### config.mk
export PLATFORM = sky130hd
export DESIGN_NAME = tone_decoder
export DESIGN_NICKNAME = d
export VERILOG_FILES = /design/src/rtl/tone_decoder.sv
export SDC_FILE = /design/constraint.sdc
export NUM_CORES = 1
export LEC_CHECK = 0
export CORE_MARGIN = 2
export CORE_UTILIZATION = 40
export DETAILED_ROUTE_END_ITERATION = 8
export PLACE_DENSITY_LB_ADDON = 0.2
export SLEW_MARGIN = 10
export SYNTH_ARGS = -nofsm -noshare
export SYNTH_HDL_FRONTEND = slang
export SYNTH_SLANG_ARGS = --single-unit
export TNS_END_PERCENT = 50
### constraint.sdc
create_clock -name clk -period 6.75 [get_ports clk]
set_input_delay 1.35 -clock clk [delete_from_list [all_inputs] [get_ports clk]]
set_output_delay 1.35 -clock clk [all_outputs]
set_load 0.02 [all_outputs]
### src/rtl/tone_decoder.sv
// tone_decoder: measures the period of a square wave and maps it onto
// the buzzer note index, publishing it after CONFIRM stable periods.
module tone_decoder #(
  parameter int unsigned TIMEOUT     = 2000000,
  parameter int unsigned CONFIRM     = 2,
  parameter int unsigned MIN_PERIOD  = 64,
  parameter int unsigned TOL_SHIFT   = 6,
  parameter int unsigned SCALE_SHIFT = 0
) (
  input  logic        clk,
  input  logic        rst_n,
  input  logic        wave_in,
  output logic [6:0]  note,
  output logic        note_valid,
  output logic [31:0] period
);

  typedef enum logic [1:0] {
    WAIT_FIRST,
    MEASURE,
    SEARCH,
    COMMIT
  } state_t;

  localparam logic [4:0] LAST = 5'd21;
  localparam logic [7:0] CONF = 8'(CONFIRM);

  // SCALE_SHIFT divides the timebase for fast-clock self-test builds
  function automatic logic [31:0] half_tbl(input logic [4:0] i);
    logic [31:0] v;
    case (i)
      5'd1:    v = 32'd769231;
      5'd2:    v = 32'd680273;
      5'd3:    v = 32'd606062;
      5'd4:    v = 32'd571429;
      5'd5:    v = 32'd510205;
      5'd6:    v = 32'd454546;
      5'd7:    v = 32'd404859;
      5'd8:    v = 32'd381681;
      5'd9:    v = 32'd340137;
      5'd10:   v = 32'd303031;
      5'd11:   v = 32'd285715;
      5'd12:   v = 32'd255103;
      5'd13:   v = 32'd227273;
      5'd14:   v = 32'd202430;
      5'd15:   v = 32'd191205;
      5'd16:   v = 32'd170358;
      5'd17:   v = 32'd151746;
      5'd18:   v = 32'd143267;
      5'd19:   v = 32'd127714;
      5'd20:   v = 32'd113637;
      5'd21:   v = 32'd101318;
      default: v = 32'd0;
    endcase
    return v >> SCALE_SHIFT;
  endfunction

  state_t      state;
  logic        s1;
  logic        s2;
  logic        prev;
  logic        e;
  logic [31:0] cnt;
  logic [4:0]  idx;
  logic [6:0]  r;
  logic [6:0]  cand;
  logic [7:0]  hits;

  logic [31:0] h;
  logic [31:0] ht;
  logic [31:0] tol;
  logic [31:0] diff;
  logic        hit;
  logic [7:0]  hits_inc;
  logic [6:0]  cand_n;
  logic [7:0]  hits_n;

  assign e = s2 & ~prev;

  always_comb begin
    h        = period >> 1;
    ht       = half_tbl(idx);
    tol      = ht >> TOL_SHIFT;
    diff     = (h >= ht) ? h - ht : ht - h;
    hit      = diff <= tol;
    hits_inc = (hits + 8'd1 >= CONF) ? CONF : hits + 8'd1;
    cand_n   = r;
    hits_n   = 8'd1;
    if (r == cand) begin
      cand_n = cand;
      hits_n = hits_inc;
    end
  end

  always_ff @(posedge clk or negedge rst_n) begin
    if (!rst_n) begin
      s1         <= 1'b0;
      s2         <= 1'b0;
      prev       <= 1'b0;
      cnt        <= '0;
      period     <= '0;
      state      <= WAIT_FIRST;
      idx        <= '0;
      r          <= '0;
      cand       <= '0;
      hits       <= '0;
      note       <= '0;
      note_valid <= 1'b0;
    end else begin
      s1         <= wave_in;
      s2         <= s1;
      prev       <= s2;
      note_valid <= 1'b0;

      if (e) begin
        cnt <= '0;
      end else if (cnt < TIMEOUT) begin
        cnt <= cnt + 32'd1;
      end

      // the first edge only opens the window; nothing to measure yet
      if (e && state != WAIT_FIRST) begin
        period <= cnt + 32'd1;
      end

      unique case (state)
        WAIT_FIRST: begin
          if (e) state <= MEASURE;
        end
        MEASURE: begin
          if (e) begin
            if (cnt + 32'd1 < MIN_PERIOD) begin
              r     <= '0;
              state <= COMMIT;
            end else begin
              idx   <= 5'd1;
              state <= SEARCH;
            end
          end else if (cnt >= TIMEOUT - 1 && !note_valid) begin
            note       <= '0;
            note_valid <= (note != '0);
            cand       <= '0;
            hits       <= '0;
            state      <= WAIT_FIRST;
          end
        end
        SEARCH: begin
          if (hit) begin
            r     <= {2'b00, idx};
            state <= COMMIT;
          end else if (idx == LAST) begin
            r     <= '0;
            state <= COMMIT;
          end else begin
            idx <= idx + 5'd1;
          end
        end
        COMMIT: begin
          cand <= cand_n;
          hits <= hits_n;
          if (hits_n == CONF && cand_n != note) begin
            note       <= cand_n;
            note_valid <= 1'b1;
          end
          state <= MEASURE;
        end
        default: state <= WAIT_FIRST;
      endcase
    end
  end

endmodule

==> flow_summary.html, run 1 <==
<table>
<tr><th>Metric</th><th>Value</th></tr>
<tr><th colspan="2">Worst setup path</th></tr>
<tr><td>Cell depth of the worst flop-to-flop path</td><td>26</td></tr>
<tr><td>Arrival @ worst endpoint</td><td>6.73 ns</td></tr>
<tr><td>Worst setup slack for register-to-register paths</td><td>0.31 ns</td></tr>
<tr><td>Maximum fanout along the worst path</td><td>20</td></tr>
<tr><td>Worst setup EP type</td><td>flop</td></tr>
<tr><td>Source of the worst register-to-register timing path</td><td>idx[0]$_DFFE_PN0P_</td></tr>
<tr><td>CP Class</td><td>reg -&gt; reg</td></tr>
<tr><td>Critical Path Start Type</td><td>flop</td></tr>
<tr><td>Reg-to-reg critical path endpoint</td><td>r[4]$_DFFE_PN0P_</td></tr>
<tr><td>Endpoint required time on the critical path</td><td>7.04 ns</td></tr>
<tr><th colspan="2">Hold path</th></tr>
<tr><td>Sink of the worst hold path</td><td>s2$_DFF_PN0_</td></tr>
<tr><td>Cell depth of the worst min-delay path</td><td>0</td></tr>
<tr><td>Startpoint of the lowest-slack hold path</td><td>s1$_DFF_PN0_</td></tr>
<tr><td>Worst hold path class</td><td>reg -&gt; reg</td></tr>
<tr><th colspan="2">Timing</th></tr>
<tr><td>Final Max Slew Viols</td><td>0</td></tr>
<tr><td>Post-Route Setup TNS</td><td>0 ns</td></tr>
<tr><td>Final critical delay including setup and external delays</td><td>6.444 ns</td></tr>
<tr><td>Final worst clock skew</td><td>0.01296 ns</td></tr>
<tr><td>Setup-failing EPs final</td><td>0</td></tr>
<tr><td>Number of failing hold endpoints at the final stage</td><td>0</td></tr>
<tr><td>Achievable Freq</td><td>155.2 MHz</td></tr>
<tr><td>Worst Tran Pin Value</td><td>1.140 ns</td></tr>
<tr><td>Unrepaired setup endpoints after global routing</td><td>no</td></tr>
<tr><td>Max-Slew Margin vs Limit</td><td>21.80%</td></tr>
<tr><td>Period utilisation layout</td><td>95.46%</td></tr>
<tr><th colspan="2">Synthesis</th></tr>
<tr><td>Average instance area after synthesis</td><td>8.159 um2</td></tr>
<tr><td>Netlist area before placement</td><td>0.009440 mm2</td></tr>
<tr><td>Cell types occupying the most area after synthesis</td><td>dfrtp_1 27%, ha_1 9.3%, o21ai_0 5.5%</td></tr>
<tr><td>Number of unique standard cell types used by synthesis</td><td>98</td></tr>
<tr><td>Post-synth net total</td><td>1232</td></tr>
<tr><td>Share of flip-flops with an asynchronous set or reset after synthesis</td><td>100.0%</td></tr>
<tr><td>Sequential fraction of the synthesis area</td><td>27.04%</td></tr>
<tr><td>Number of synthesized flops with an enable pin</td><td>0</td></tr>
<tr><td>Gate count after technology mapping</td><td>1157</td></tr>
<tr><td>Register bit total from synthesis</td><td>102</td></tr>
<tr><td>Top cell type by total area after synthesis</td><td>dfrtp_1</td></tr>
<tr><td>Number of warnings printed during yosys synthesis</td><td>0</td></tr>
<tr><td>Primary flip-flop cell chosen by synthesis mapping</td><td>dfrtp_1</td></tr>
<tr><td>Area share of the largest cell type after synthesis</td><td>27.04%</td></tr>
<tr><th colspan="2">Clock network</th></tr>
<tr><td>Clock latency at the later pin of the worst-skew pair</td><td>0.35 ns</td></tr>
<tr><td>Worst-case clock buffer depth</td><td>2</td></tr>
<tr><td>Clock-pin slew on the worst setup and hold paths</td><td>0.08 ns</td></tr>
<tr><td>H-Tree Level Count</td><td>3</td></tr>
<tr><td>Library cell used as clock root buffer</td><td>clkbuf_16</td></tr>
<tr><td>Number of cells upsized or downsized after cts</td><td>0</td></tr>
<tr><td>Cts hold-fix bufs</td><td>0</td></tr>
<tr><td>Clock buffer count from CTS</td><td>9</td></tr>
<tr><td>CTS tree</td><td>done</td></tr>
<tr><td>Post CTS Setup Buffer Count</td><td>0</td></tr>
<tr><td>Clock net sink count</td><td>102</td></tr>
<tr><th colspan="2">Power and ir drop</th></tr>
<tr><td>Leakage power summed over all cells</td><td>0.004421 uW</td></tr>
<tr><td>Internal</td><td>1846 uW</td></tr>
<tr><td>Combinational share of power</td><td>63.8%</td></tr>
<tr><td>Sequential cell fraction of total power</td><td>19.9%</td></tr>
<tr><td>Total power divided by cell area</td><td>341.0 mW/mm2</td></tr>
<tr><td>Switching share of power</td><td>46.92%</td></tr>
<tr><td>Clk network pwr share</td><td>16.3%</td></tr>
<tr><td>Sw Pwr</td><td>1632 uW</td></tr>
<tr><td>Worst vdd rail ir drop</td><td>0.1521 mV</td></tr>
<tr><th colspan="2">Route</th></tr>
<tr><td>DRT Wirelength</td><td>26.53 mm</td></tr>
<tr><td>Starting DRT DRC Count</td><td>745</td></tr>
<tr><td>Number of vias in the routed layout</td><td>8430</td></tr>
<tr><td>Number of routed nets with antenna violations</td><td>0</td></tr>
<tr><td>Average detailed-routed wire length per instance</td><td>18.01 um</td></tr>
<tr><td>Detail-routed via count per cell</td><td>5.723</td></tr>
<tr><td>Residual DRC</td><td>0</td></tr>
<tr><td>First-pass iteration count of the detailed router</td><td>5</td></tr>
<tr><th colspan="2">Final layout</th></tr>
<tr><td>Final Non-Filler Cells</td><td>1473</td></tr>
<tr><td>Layout-stage area growth over the synthesis result</td><td>8.045%</td></tr>
<tr><td>Share of post-route cells with drive strength above 1</td><td>7.972%</td></tr>
<tr><td>Total inserted antenna cells</td><td>0</td></tr>
<tr><td>Net count of the finished layout</td><td>1224</td></tr>
<tr><th colspan="2">Place</th></tr>
<tr><td>IO Port Bufs</td><td>42</td></tr>
<tr><td>Final RePlAce weighted congestion</td><td>0.9800</td></tr>
<tr><td>Detailed placer's ending HPWL</td><td>20.59 mm</td></tr>
<tr><td>Cell count after placement</td><td>1457</td></tr>
<tr><th colspan="2">GRT</th></tr>
<tr><td>Vias in the first global route</td><td>7969</td></tr>
<tr><td>Global-route usage over all layers</td><td>21.67%</td></tr>
<tr><td>Maximum number of pins on one net before global-route repair</td><td>72</td></tr>
<tr><td>Wire length of the first global-routing pass</td><td>43.17 mm</td></tr>
<tr><td>Overall overflow remaining after global route</td><td>0</td></tr>
<tr><td>Initial antenna violation count</td><td>0</td></tr>
<tr><th colspan="2">Die</th></tr>
<tr><td>Core Area</td><td>0.02333 mm2</td></tr>
<tr><td>Die Width</td><td>157.6 um</td></tr>
<tr><td>Die outline height</td><td>157.6 um</td></tr>
<tr><td>Effective utilization at floorplan</td><td>40.46%</td></tr>
<tr><td>Number of top-level design ports</td><td>43</td></tr>
<tr><td>Number of placement rows</td><td>56</td></tr>
<tr><td>Area of the die</td><td>0.02485 mm2</td></tr>
<tr><th colspan="2">Status</th></tr>
<tr><td>Run status</td><td>finished clean</td></tr>
<tr><th colspan="2">Job</th></tr>
<tr><td>Number of max-cap violations</td><td>0</td></tr>
</table>
==> worst max-delay path by stage <==
stage	to	startpoint
after CTS	r[1]$_DFFE_PN0P_	idx[0]$_DFFE_PN0P_
final	r[4]$_DFFE_PN0P_	idx[0]$_DFFE_PN0P_
after detailed placement	r[0]$_DFFE_PN0P_	idx[0]$_DFFE_PN0P_
after floorplan	r[2]$_DFFE_PN0P_	idx[1]$_DFFE_PN0P_
after global routing	r[1]$_DFFE_PN0P_	idx[0]$_DFFE_PN0P_
after global placement	r[4]$_DFFE_PN0P_	idx[0]$_DFFE_PN0P_
==> power by group through the flow <==
| stage | registers [uW] | clock network, uW | logic (uW) |
|---|---|---|---|
| after floorplan | 708 | 0 | 1660 |
| after global placement | 704 | 0 | 2180 |
| after detailed placement | 705 | 0 | 2150 |
| after CTS | 693 | 580 | 2170 |
| after global routing | 699 | 605 | 2450 |
| final | 692 | 567 | 2220 |
==> registers in the layout (all words and copies together), names as in the netlist, 2 cells and up <==
| signal | flops |
|---|---|
| note | 7 |
| r | 5 |
| state | 2 |
| idx | 5 |
| hits | 8 |
| cand | 7 |
| cnt | 32 |
| period | 32 |
==> area by class of cell <==
cell class                      instances  area, um2
Clock buffer                            9      225.2
Clock inverter                          7      102.6
Fill cell                            2256      13130
Inverter                               59      221.5
Multi-Input combinational cell        914       6111
Sequential cell                       102       2552
Tap cell                              319      399.1
Timing Repair Buffer                   63      588.1
==> synth_stat cells (4+ instances only) <==
library cell  count
a211o_1           5
a211oi_1         15
a21o_1           13
a21oi_1          76
a22o_1           12
a31oi_1          10
and2_1           16
and3_1           25
and4_1            7
buf_2             9
buf_4             9
buf_6            14
clkbuf_1         36
clkbuf_8         11
dfrtp_1         102
ha_1             70
inv_1            58
mux2i_1          11
nand2_1         125
nand2b_1         11
nand3_1          28
nand3b_1          4
nand4_1          23
nor2_1           87
nor2b_1          12
nor3_1           23
nor4_1           12
o211a_1           4
o211ai_1          7
o21a_1           10
o21ai_0         103
o21ai_1           7
o21bai_1          4
o22ai_1           6
o311a_1           4
o31ai_1           5
o32ai_1           4
or3_1            17
xnor2_1          40
xor2_1           33
==> cell families (layout without fill, tap and decap cells) <==
group | after synthesis | in the layout | synth area share [%]
buffers and inverters | 141 | 138 | 8.588
multiplexers | 13 | 13 | 1.445
flip-flops | 102 | 102 | 27.04
AO/OA/AOI/OAI | 326 | 326 | 22.31
AND/OR/NAND/NOR | 430 | 430 | 24.15
XOR/XNOR | 73 | 73 | 6.773
adder cells (fa/ha/maj) | 72 | 72 | 9.702
==> routing by layer <==
| layer | global-route usage [%] | routed length, um |
|---|---|---|
| met1 | 31.26 | 12430 |
| met2 | 34.43 | 12080 |
| met3 | 1.834 | 1338 |
| met4 | 6.710 | 684 |
| met5 | 0 | 0 |
==> placed cells by master, fill, tap and decap left out, types with 5 or more instances in the layout <==
cell             count
and3_1              25
o21ai_0            102
xnor2_1             40
nor2_1              87
a21o_1              13
o21a_1              10
clkdlybuf4s50_1     41
nand3_1             28
o22ai_1              6
nand4_1             23
a211o_1              5
clkbuf_16            9
nor3_1              23
nand2_1            124
a211oi_1            14
nand2b_1            10
o211ai_1             7
o21ai_1              8
xor2_1              33
a31oi_1             10
a22o_1              12
and4_1               7
buf_4               21
a21oi_1             75
mux2i_1             11
and2_1              16
nor2b_1             11
dfrtp_1            102
o31ai_1              5
or3_1               17
ha_1                67
nor4_1              12
inv_1               56
==> metrics by stage <==
stage	utilization [%]	area (um2)	worst slack [ns]	hold WS, ns	power, uW
after global placement	42.19	9843	0.3219	0.3351	2881
final	43.72	10200	0.3062	0.3551	3478
after floorplan	-	9440	0.7520	0.3312	2364
after global routing	43.72	10200	0.002129	0.3773	3753
after detailed placement	42.19	9843	0.2312	0.3396	2853
after CTS	43.59	10170	0.1960	0.3556	3439
==> worst max-delay path, stage by stage, from the launching register on <==
cell and delay [ns]:
dfrtp_1 0.39, buf_4 0.22, ha_1 0.23, and2_1 0.19, or3_1 0.31, a21oi_1 0.21
a21o_1 0.16, ha_1 0.35, nand4_4 0.18, or4_4 0.59, a31oi_1 0.35, nor2_4 0.11
buf_4 0.19, a211oi_1 0.23, a31oi_1 0.08, xor2_1 0.24, ha_1 0.29, a21o_1 0.16
a21oi_1 0.14, nor2_1 0.05, a211oi_1 0.20, o21ai_0 0.17, a2111oi_1 0.39, nand4_1 0.15
or4_4 0.49, nor2_4 0.17, a22o_1 0.15
Note: power is estimated with default switching activity, not from simulation.
==> run 2: changes to the inputs <==
Settings changed: CORE_UTILIZATION 40 to 46.
==> run 2 against run 1 <==
Final area decreased by 0.99%. Worst setup slack better by 0.14 ns. Die area decreased by 13%. First-iteration DRC count rose by 12%. Clock skew shrank 0.0031 ns. Combinational power is essentially flat. Critical path type unchanged. Final cell count fell by 3.3%. Routed wire length fell by 2.9%. Non-clock buffer count is the same. Clock power fell by 7.2%. Clock-buffer cell count up 1.
==> flow_summary.html, run 2 (synthesis results as in run 1) <==
<table>
<tr><th>Metric</th><th>Value</th></tr>
<tr><th colspan="2">Timing</th></tr>
<tr><td>Achievable Freq</td><td>158.6 MHz (+2.2%)</td></tr>
<tr><td>Period utilisation layout</td><td>93.42% (-2.0 points)</td></tr>
<tr><td>Number of failing hold endpoints at the final stage</td><td>0 (unchanged)</td></tr>
<tr><td>Final worst clock skew</td><td>0.009822 ns (-0.003142 ns)</td></tr>
<tr><td>Final Max Slew Viols</td><td>0 (unchanged)</td></tr>
<tr><td>Post-Route Setup TNS</td><td>0 ns (unchanged)</td></tr>
<tr><td>Worst Tran Pin Value</td><td>1.131 ns (-0.009115 ns)</td></tr>
<tr><td>Final critical delay including setup and external delays</td><td>6.306 ns (-0.1382 ns)</td></tr>
<tr><td>Worst Hold Slack</td><td>0.3574 ns (+0.002232 ns)</td></tr>
<tr><td>Max-Slew Margin vs Limit</td><td>22.43% (+0.63 points)</td></tr>
<tr><td>Setup-failing EPs final</td><td>0 (unchanged)</td></tr>
<tr><th colspan="2">Hold path</th></tr>
<tr><td>Startpoint of the lowest-slack hold path</td><td>s1$_DFF_PN0_</td></tr>
<tr><td>Sink of the worst hold path</td><td>s2$_DFF_PN0_</td></tr>
<tr><td>Cell depth of the worst min-delay path</td><td>0 (unchanged)</td></tr>
<tr><td>Worst hold path class</td><td>reg -&gt; reg</td></tr>
<tr><th colspan="2">Final layout</th></tr>
<tr><td>Most frequent cells in the layout</td><td>125 x nand2_1, 102 x dfrtp_1, 101 x o21ai_0</td></tr>
<tr><td>Most frequent standard cell in the layout excluding fill and tap cells</td><td>nand2_1</td></tr>
<tr><td>Layout-stage area growth over the synthesis result</td><td>6.971%</td></tr>
<tr><td>Share of post-route cells with drive strength above 1</td><td>7.539% (-0.43 points)</td></tr>
<tr><td>Final core utilization</td><td>50.07% (+6.4 points)</td></tr>
<tr><td>Net count of the finished layout</td><td>1224 (unchanged)</td></tr>
<tr><td>Registers with the most flip-flops</td><td>cnt: 32 flops, period: 32 flops, hits: 8 flops</td></tr>
<tr><td>Final Non-Filler Cells</td><td>1424 (-3.3%)</td></tr>
<tr><td>Total inserted antenna cells</td><td>0 (unchanged)</td></tr>
<tr><th colspan="2">Power and ir drop</th></tr>
<tr><td>Combinational share of power</td><td>64.5% (+0.7 points)</td></tr>
<tr><td>Switching share of power</td><td>47.17% (+0.25 points)</td></tr>
<tr><td>Internal</td><td>1807 uW (-2.1%)</td></tr>
<tr><td>Sequential cell fraction of total power</td><td>20.1% (+0.2 points)</td></tr>
<tr><td>Sw Pwr</td><td>1613 uW (-1.1%)</td></tr>
<tr><td>Clk network pwr share</td><td>15.4% (-0.9 points)</td></tr>
<tr><td>Leakage power summed over all cells</td><td>0.004405 uW (-0.36%)</td></tr>
<tr><td>Worst vdd rail ir drop</td><td>0.1271 mV (-16%)</td></tr>
<tr><td>Total power divided by cell area</td><td>338.7 mW/mm2 (-0.66%)</td></tr>
<tr><th colspan="2">Worst setup path</th></tr>
<tr><td>Critical Path Start Type</td><td>flop</td></tr>
<tr><td>Arrival @ worst endpoint</td><td>6.60 ns (-0.13 ns)</td></tr>
<tr><td>Worst setup slack for register-to-register paths</td><td>0.44 ns (+0.14 ns)</td></tr>
<tr><td>Source of the worst register-to-register timing path</td><td>idx[0]$_DFFE_PN0P_</td></tr>
<tr><td>Maximum fanout along the worst path</td><td>10 (-50%)</td></tr>
<tr><td>Cell depth of the worst flop-to-flop path</td><td>28 (+7.7%)</td></tr>
<tr><td>Reg-to-reg critical path endpoint</td><td>r[3]$_DFFE_PN0P_</td></tr>
<tr><td>Endpoint required time on the critical path</td><td>7.04 ns (about the same)</td></tr>
<tr><td>Slowest Stage Delay on Critical Path</td><td>0.59 ns (about the same)</td></tr>
<tr><td>CP max-delay cell</td><td>or4_4</td></tr>
<tr><td>CP Class</td><td>reg -&gt; reg</td></tr>
<tr><td>Worst setup EP type</td><td>flop</td></tr>
<tr><th colspan="2">Place</th></tr>
<tr><td>Detailed placer's ending HPWL</td><td>20.03 mm (-2.7%)</td></tr>
<tr><td>Final RePlAce weighted congestion</td><td>0.9775 (-0.26%)</td></tr>
<tr><td>Cell count after placement</td><td>1408 (-3.4%)</td></tr>
<tr><td>IO Port Bufs</td><td>42 (unchanged)</td></tr>
<tr><th colspan="2">Status</th></tr>
<tr><td>Run status</td><td>finished clean</td></tr>
<tr><th colspan="2">Route</th></tr>
<tr><td>Average detailed-routed wire length per instance</td><td>18.09 um (+0.43%)</td></tr>
<tr><td>First-pass iteration count of the detailed router</td><td>5 (unchanged)</td></tr>
<tr><td>Number of routed nets with antenna violations</td><td>0 (unchanged)</td></tr>
<tr><td>Residual DRC</td><td>0 (unchanged)</td></tr>
<tr><td>Starting DRT DRC Count</td><td>836 (+12%)</td></tr>
<tr><td>Number of vias in the routed layout</td><td>8402 (-0.33%)</td></tr>
<tr><td>DRT Wirelength</td><td>25.76 mm (-2.9%)</td></tr>
<tr><td>Detail-routed via count per cell</td><td>5.900 (+3.1%)</td></tr>
<tr><th colspan="2">Clock network</th></tr>
<tr><td>H-Tree Level Count</td><td>3 (unchanged)</td></tr>
<tr><td>Post CTS Setup Buffer Count</td><td>0 (unchanged)</td></tr>
<tr><td>Clock-pin slew on the worst setup and hold paths</td><td>0.08 ns (about the same)</td></tr>
<tr><td>Clock buffer count from CTS</td><td>9 (unchanged)</td></tr>
<tr><td>Cts hold-fix bufs</td><td>0 (unchanged)</td></tr>
<tr><td>Clock latency at the later pin of the worst-skew pair</td><td>0.35 ns (about the same)</td></tr>
<tr><td>Worst-case clock buffer depth</td><td>2 (unchanged)</td></tr>
<tr><td>Library cell used as clock root buffer</td><td>clkbuf_16</td></tr>
<tr><td>CTS tree</td><td>done</td></tr>
<tr><td>Clock net sink count</td><td>102 (unchanged)</td></tr>
<tr><th colspan="2">GRT</th></tr>
<tr><td>Vias in the first global route</td><td>7894 (-0.94%)</td></tr>
<tr><td>Initial antenna violation count</td><td>0 (unchanged)</td></tr>
<tr><td>Global-route usage over all layers</td><td>23.86% (+2.2 points)</td></tr>
<tr><td>Maximum number of pins on one net before global-route repair</td><td>75 (+4.2%)</td></tr>
<tr><td>Overall overflow remaining after global route</td><td>0 (unchanged)</td></tr>
<tr><td>Wire length of the first global-routing pass</td><td>42.09 mm (-2.5%)</td></tr>
<tr><th colspan="2">Die</th></tr>
<tr><td>Number of placement rows</td><td>52 (-7.1%)</td></tr>
<tr><td>Die outline height</td><td>147.3 um (-6.6%)</td></tr>
<tr><td>Die Width</td><td>147.3 um (-6.6%)</td></tr>
<tr><td>Number of top-level design ports</td><td>43 (unchanged)</td></tr>
<tr><td>Area of the die</td><td>0.02168 mm2 (-13%)</td></tr>
<tr><td>Core Area</td><td>0.02017 mm2 (-14%)</td></tr>
<tr><td>Effective utilization at floorplan</td><td>46.81% (+6.3 points)</td></tr>
<tr><th colspan="2">Job</th></tr>
<tr><td>Number of max-cap violations</td><td>0 (unchanged)</td></tr>
</table>
-- run 2: critical path, delay by kind of cell (launching register included) --
family | cells | cell delay (ns)
AND/OR/NAND/NOR | 10 | 2.19
buffers and inverters | 3 | 0.42
adder cells (fa/ha/maj) | 3 | 0.97
flip-flops | 1 | 0.38
XOR/XNOR | 1 | 0.21
AO/OA/AOI/OAI | 11 | 2.09
-- run 2: per-stage QoR --
| stage | total power (uW) | instance area (um2) | worst slack, ns |
|---|---|---|---|
| after floorplan | 2364 | 9440 | 0.7520 |
| after global placement | 2839 | 9782 | 0.4982 |
| after detailed placement | 2841 | 9782 | 0.4358 |
| after CTS | 3377 | 10080 | 0.3584 |
| after global routing | 3702 | 10100 | -0.02207 |
| final | 3420 | 10100 | 0.4444 |
-- run 2: layout make-up --
cell class              instances  area, um2
fillers                      1994      10070
multi-input cells             914       6100
flip-flops and latches        102       2552
repair buffers                 63      588.1
well taps                     270      337.8
clock buffers                  10      229.0
inverters                      59      221.5
clock inverters                 6      70.07
-- run 2: worst max path at each step --
stage	from	end	slack, ns	cells past startpoint
after floorplan	idx[1]$_DFFE_PN0P_	r[2]$_DFFE_PN0P_	0.75	28
after global placement	idx[1]$_DFFE_PN0P_	r[3]$_DFFE_PN0P_	0.50	27
after detailed placement	idx[1]$_DFFE_PN0P_	r[2]$_DFFE_PN0P_	0.44	27
after CTS	idx[1]$_DFFE_PN0P_	r[3]$_DFFE_PN0P_	0.36	27
after global routing	idx[0]$_DFFE_PN0P_	r[3]$_DFFE_PN0P_	-0.02	28
final	idx[0]$_DFFE_PN0P_	r[3]$_DFFE_PN0P_	0.44	28
-- run 2: power by group through the flow --
stage / Combinational (uW) / Clock [uW] / Sequential, uW
2_1_floorplan: 1660 / 0 / 708
3_3_place_gp: 2140 / 0 / 703
3_5_place_dp: 2140 / 0 / 703
4_1_cts: 2150 / 535 / 691
5_1_grt: 2450 / 559 / 697
6_report: 2210 / 526 / 689
-- run 2: repair_timing --
action | 4_1_cts | 5_1_grt
gates resized for setup | 0 | 8
setup endpoints to repair | 0 | 6
endpoints found under the hold margin | 0 | 0
-- run 2: per-layer routing --
layer | share of wire (%) | global-route usage [%]
met1 | 47 | 34.30
met5 | 0 | 0
met4 | 1.6 | 5.337
met2 | 46 | 38.93
met3 | 5.3 | 2.484
